--- src/rtl/sda_sel_multi.sv ---
// Multi-channel registered SDA drive select with per-channel data-hold timer.
// Define SDA_SEL_ARB_EN to add sticky arbitration-loss detection and forced release.
module sda_sel_multi #(
  parameter int NUM_CH = 2,
  parameter int HOLD_W = 4
) (
  input  logic                  clk,
  input  logic                  rst,
  input  logic [2*NUM_CH-1:0]   sda_mode,
  input  logic [NUM_CH-1:0]     tx_out,
  input  logic [NUM_CH-1:0]     scl_fall,
  input  logic [HOLD_W-1:0]     hold_cycles,
  input  logic [NUM_CH-1:0]     sda_in,
  input  logic [NUM_CH-1:0]     arb_clr,
  output logic [NUM_CH-1:0]     sda_out,
  output logic [NUM_CH-1:0]     busy,
  output logic [NUM_CH-1:0]     arb_lost
);

  typedef enum logic {
    TRACK = 1'b0,
    HOLD  = 1'b1
  } state_t;

  logic w_hold_zero;
  assign w_hold_zero = (hold_cycles == '0);

`ifndef SDA_SEL_ARB_EN
  logic w_unused;
  assign w_unused = ^{sda_in, arb_clr};
`endif

  for (genvar g = 0; g < NUM_CH; g++) begin : g_ch
    state_t            r_state;
    logic [HOLD_W-1:0] r_cnt;
    logic              r_sda;
    logic [1:0]        w_mode;
    logic              w_tgt;
    logic              w_force;

    assign w_mode = sda_mode[2*g +: 2];

    always_comb begin
      w_tgt = 1'b1;
      unique case (w_mode)
        2'b00: w_tgt = 1'b1;
        2'b01: w_tgt = 1'b0;
        2'b10: w_tgt = 1'b1;
        2'b11: w_tgt = tx_out[g];
      endcase
    end

`ifdef SDA_SEL_ARB_EN
    logic r_arb;
    logic w_arb_set;

    assign w_arb_set = (w_mode == 2'b11) && (r_state == TRACK)
                       && r_sda && !sda_in[g];
    // A fresh loss releases the line on the same edge it is detected.
    assign w_force = r_arb | w_arb_set;

    always_ff @(posedge clk) begin
      if (rst)
        r_arb <= 1'b0;
      else if (w_arb_set)
        r_arb <= 1'b1;
      else if (arb_clr[g])
        r_arb <= 1'b0;
    end

    assign arb_lost[g] = r_arb;
`else
    assign w_force     = 1'b0;
    assign arb_lost[g] = 1'b0;
`endif

    always_ff @(posedge clk) begin
      if (rst) begin
        r_state <= TRACK;
        r_cnt   <= '0;
        r_sda   <= 1'b1;
      end else begin
        unique case (r_state)
          TRACK: begin
            if (scl_fall[g] && !w_hold_zero) begin
              r_cnt   <= hold_cycles;
              r_state <= HOLD;
            end else begin
              r_sda <= w_force | w_tgt;
            end
          end
          HOLD: begin
            // A new falling edge restarts the window from the current length.
            if (scl_fall[g]) begin
              r_cnt <= hold_cycles;
              if (w_hold_zero)
                r_state <= TRACK;
            end else if (r_cnt == HOLD_W'(1)) begin
              r_cnt   <= '0;
              r_state <= TRACK;
            end else begin
              r_cnt <= r_cnt - HOLD_W'(1);
            end
          end
        endcase
      end
    end

    assign sda_out[g] = r_sda;
    assign busy[g]    = (r_state == HOLD);
  end

endmodule

--- config.mk ---
export PLATFORM = sky130hd
export DESIGN_NAME = sda_sel_multi
export DESIGN_NICKNAME = d
export VERILOG_FILES = /design/src/rtl/sda_sel_multi.sv
export SDC_FILE = /design/constraint.sdc
export NUM_CORES = 1
export LEC_CHECK = 0
export CORE_MARGIN = 10
export CORE_UTILIZATION = 44
export DETAILED_ROUTE_END_ITERATION = 8
export GPL_ROUTABILITY_DRIVEN = 0
export HOLD_SLACK_MARGIN = 0.06
export PLACE_DENSITY = 0.81
export SLEW_MARGIN = 0
export SYNTH_ARGS = -nofsm -noshare
export SYNTH_HDL_FRONTEND = slang
export SYNTH_SLANG_ARGS = --single-unit
--- constraint.sdc ---
create_clock -name clk -period 1.75 [get_ports clk]
set_input_delay 0.4375 -clock clk [delete_from_list [all_inputs] [get_ports clk]]
set_output_delay 0.4375 -clock clk [all_outputs]
set_load 0.05 [all_outputs]
==> run metrics <==
setup TNS=0 ns; clock sink count=12; CTS tree=done; Avg Cell Area, Syn=8.255 um2; Initial Utilization=48.17%; clock buffer depth=2; cells along the critical path=clkdlybuf4s50_1 -> or4_4 -> a21o_1 -> o211a_1; Switching Power=0.0002222 W; diodes inserted=0; clock share of power=30.9%; Worst VDD drop=385.4 uV; Finished Layout Cells=132; minimum clock period=1.662 ns; Worst Hold Slack=0.4978 ns; top cells by count, synth=12 x dfxtp_1, 10 x inv_1, 7 x a21oi_1; arrival time worst endpoint=1.85 ns; f_max=0.6016 GHz; top cell type's share of synthesized area=31.63%; clock latency on the worst-skew pair=0.29 ns; Setup crit end kind=flip-flop; row count=14; nature of the critical path startpoint=input port; CTS H-tree lvls=1; fin crit share=94.98%; Clock Skews=0.004046 ns; die span in x=61.55 um; hpwl dp=1.454 mm; max cap viols=0; dpl cells=128; DRT iter0 DRCs=10; Crit path max-delay family=simple AND/OR/NAND/NOR gates; synthesis-stage register bit count=12; sequential share of the synthesized area=31.63%; PwrDens=720.9 nW/um2; Post-DRT Antenna Nets=0; Net count, final=139; top_reg_cell synth=dfxtp_1; Ys Warns=0; fraction of layout cells with a size suffix above 1=17.24%; top cells by area, synth=dfxtp_1 32%, ha_1 6.6%, buf_4 5.9%, mux2i_1 5.3%, inv_1 4.9%; sequential power share=42.8%; fin util=65.16%; Vert. Die Dim=61.55 um; critical path required time=1.93 ns; cts repair resizes=0; Routed WL=1.817 mm; largest net degree at the start of global routing=13; Setup Viol. Count Final=0; Die ar.=3788 um2; Core Region=1577 um2; Crit-path slowest cell=or4_4; WS Path Type=in -> reg; Total GRT Usage=10.69%; Remaining DRCs=0; root buf cell=clkbuf_4; area leader, netlist=dfxtp_1; Mapped Area=759.5 um2; status=completed; dominant cell by count in the synthesized netlist=dfxtp_1; Leak=0.4242 nW; combinational cell fraction of total power=26.3%; port buffer count=17; maximum fanout along the worst path=3; post-synthesis cell type count=33; total gr overflow=0; initial antenna violation count=0; Hold Vio Cnt, Final=0; worst min path class=reg -> reg; number of global-route vias before repair=748; routed length per instance=13.77 um; max incr delay on CP=0.55 ns; Area growth, synth to finish=35.26%; worst path buffer plus inverter count=1; routed vias=734; max-slew violations=0; internal power=0.0005184 W; fraction of registers with async set/reset=0%; I/O Pins=24; fin worst setup slack=0.08780 ns; global-route wire length before repair=3.084 mm; Worst-path clk slew=0.07 ns; Post-synth EDFFs=0; RSZ-0062 raised after global routing=false; Mapped Cells=92; Switching Fraction=30.00%; Avg Vias per Cell=5.561; CTS buffer count=3; CTS Hold Buffers Added=0; Initial DRT Pass Iterations=4; pre-CTS setup slack=-0.2241 ns; postcts setup bufs=0
==> logic make-up (layout without fill, tap and decap cells) <==
| family | count (synthesis) | after routing | share of synthesized area (%) |
|---|---|---|---|
| compound gates | 27 | 27 | 23.56 |
| fa+ha+maj | 4 | 4 | 6.590 |
| buf+inv | 18 | 41 | 11.86 |
| flops | 12 | 12 | 31.63 |
| mux | 4 | 4 | 5.272 |
| other cells | 1 | 2 | 0.4938 |
| simple gates | 26 | 26 | 20.59 |
==> per-layer routing <==
| metal | vias up | share of wire [%] | GRT usage [%] |
|---|---|---|---|
| li1 | 375 | - | - |
| met1 | 334 | 46 | 11.73 |
| met2 | 20 | 46 | 17.42 |
| met3 | 5 | 5.9 | 4.115 |
| met4 | 0 | 2.0 | 5.732 |
| met5 | - | 0 | 0 |
==> cell type report <==
cell class / count / area, um2
multi-input cells: 63 / 432.9
flip-flops and latches: 12 / 240.2
inverters: 10 / 37.54
repair buffers: 27 / 260.3
well taps: 16 / 20.02
clock buffers: 4 / 36.28
fillers: 141 / 549.3
==> final timing paths <==
path                                       start               end  slack, ns  depth (start not counted)
worst max-delay path              hold_cycles[1]  g_ch[1].r_cnt[1]       0.09                          4
worst min register to register  g_ch[0].r_cnt[1]  g_ch[0].r_cnt[1]       0.50                          2
worst max register to register  g_ch[0].r_cnt[1]  g_ch[0].r_cnt[2]       0.23                          5
worst min-delay path            g_ch[0].r_cnt[1]  g_ch[0].r_cnt[1]       0.50                          2
==> registers in the layout, summed over array words and instances, names as in the netlist <==
name and flops:
g_ch.r_cnt 8, g_ch.r_sda 2, g_ch.r_state 2
==> metrics by stage <==
step                total power, W  cell area (um2)
global placement         0.0005114            991.0
CTS                      0.0007485             1027
finish                   0.0007406             1027
detailed placement       0.0005180            991.0
floorplan                0.0004377            763.2
global route             0.0007855             1027
==> worst reg2reg max path, delay by kind of cell (launching register included) <==
kind	cells	cell delay (ns)
AO/OA/AOI/OAI	1	0.17
AND/OR/NAND/NOR	2	0.67
buffers and inverters	1	0.07
flip-flops	1	0.36
adder cells (fa/ha/maj)	1	0.19
==> cell usage in the layout, fill, tap and decap left out, types with 2 or more instances in the layout <==
cell             instances
conb_1                   2
nand2b_1                 3
a21oi_1                  7
dfxtp_1                 12
buf_4                   12
ha_1                     4
nor3b_1                  2
nor2b_1                  3
clkdlybuf4s50_1         13
nand3_1                  3
inv_1                   10
o21ai_0                  4
clkbuf_4                 3
nor2_1                   5
a311oi_1                 2
buf_12                   2
a31oi_1                  3
a211oi_1                 3
nand2_1                  3
mux2i_1                  4
==> power by group through the flow <==
| stage | Combinational, W | Clock, W | Sequential (W) |
|---|---|---|---|
| 6_report | 0.000195 | 0.000229 | 0.000317 |
| 2_1_floorplan | 0.000122 | 0 | 0.000316 |
| 5_1_grt | 0.000214 | 0.000251 | 0.000321 |
| 3_3_place_gp | 0.000189 | 0 | 0.000322 |
| 3_5_place_dp | 0.000195 | 0 | 0.000323 |
| 4_1_cts | 0.000196 | 0.000236 | 0.000317 |
(Power assumes the default switching activity.)
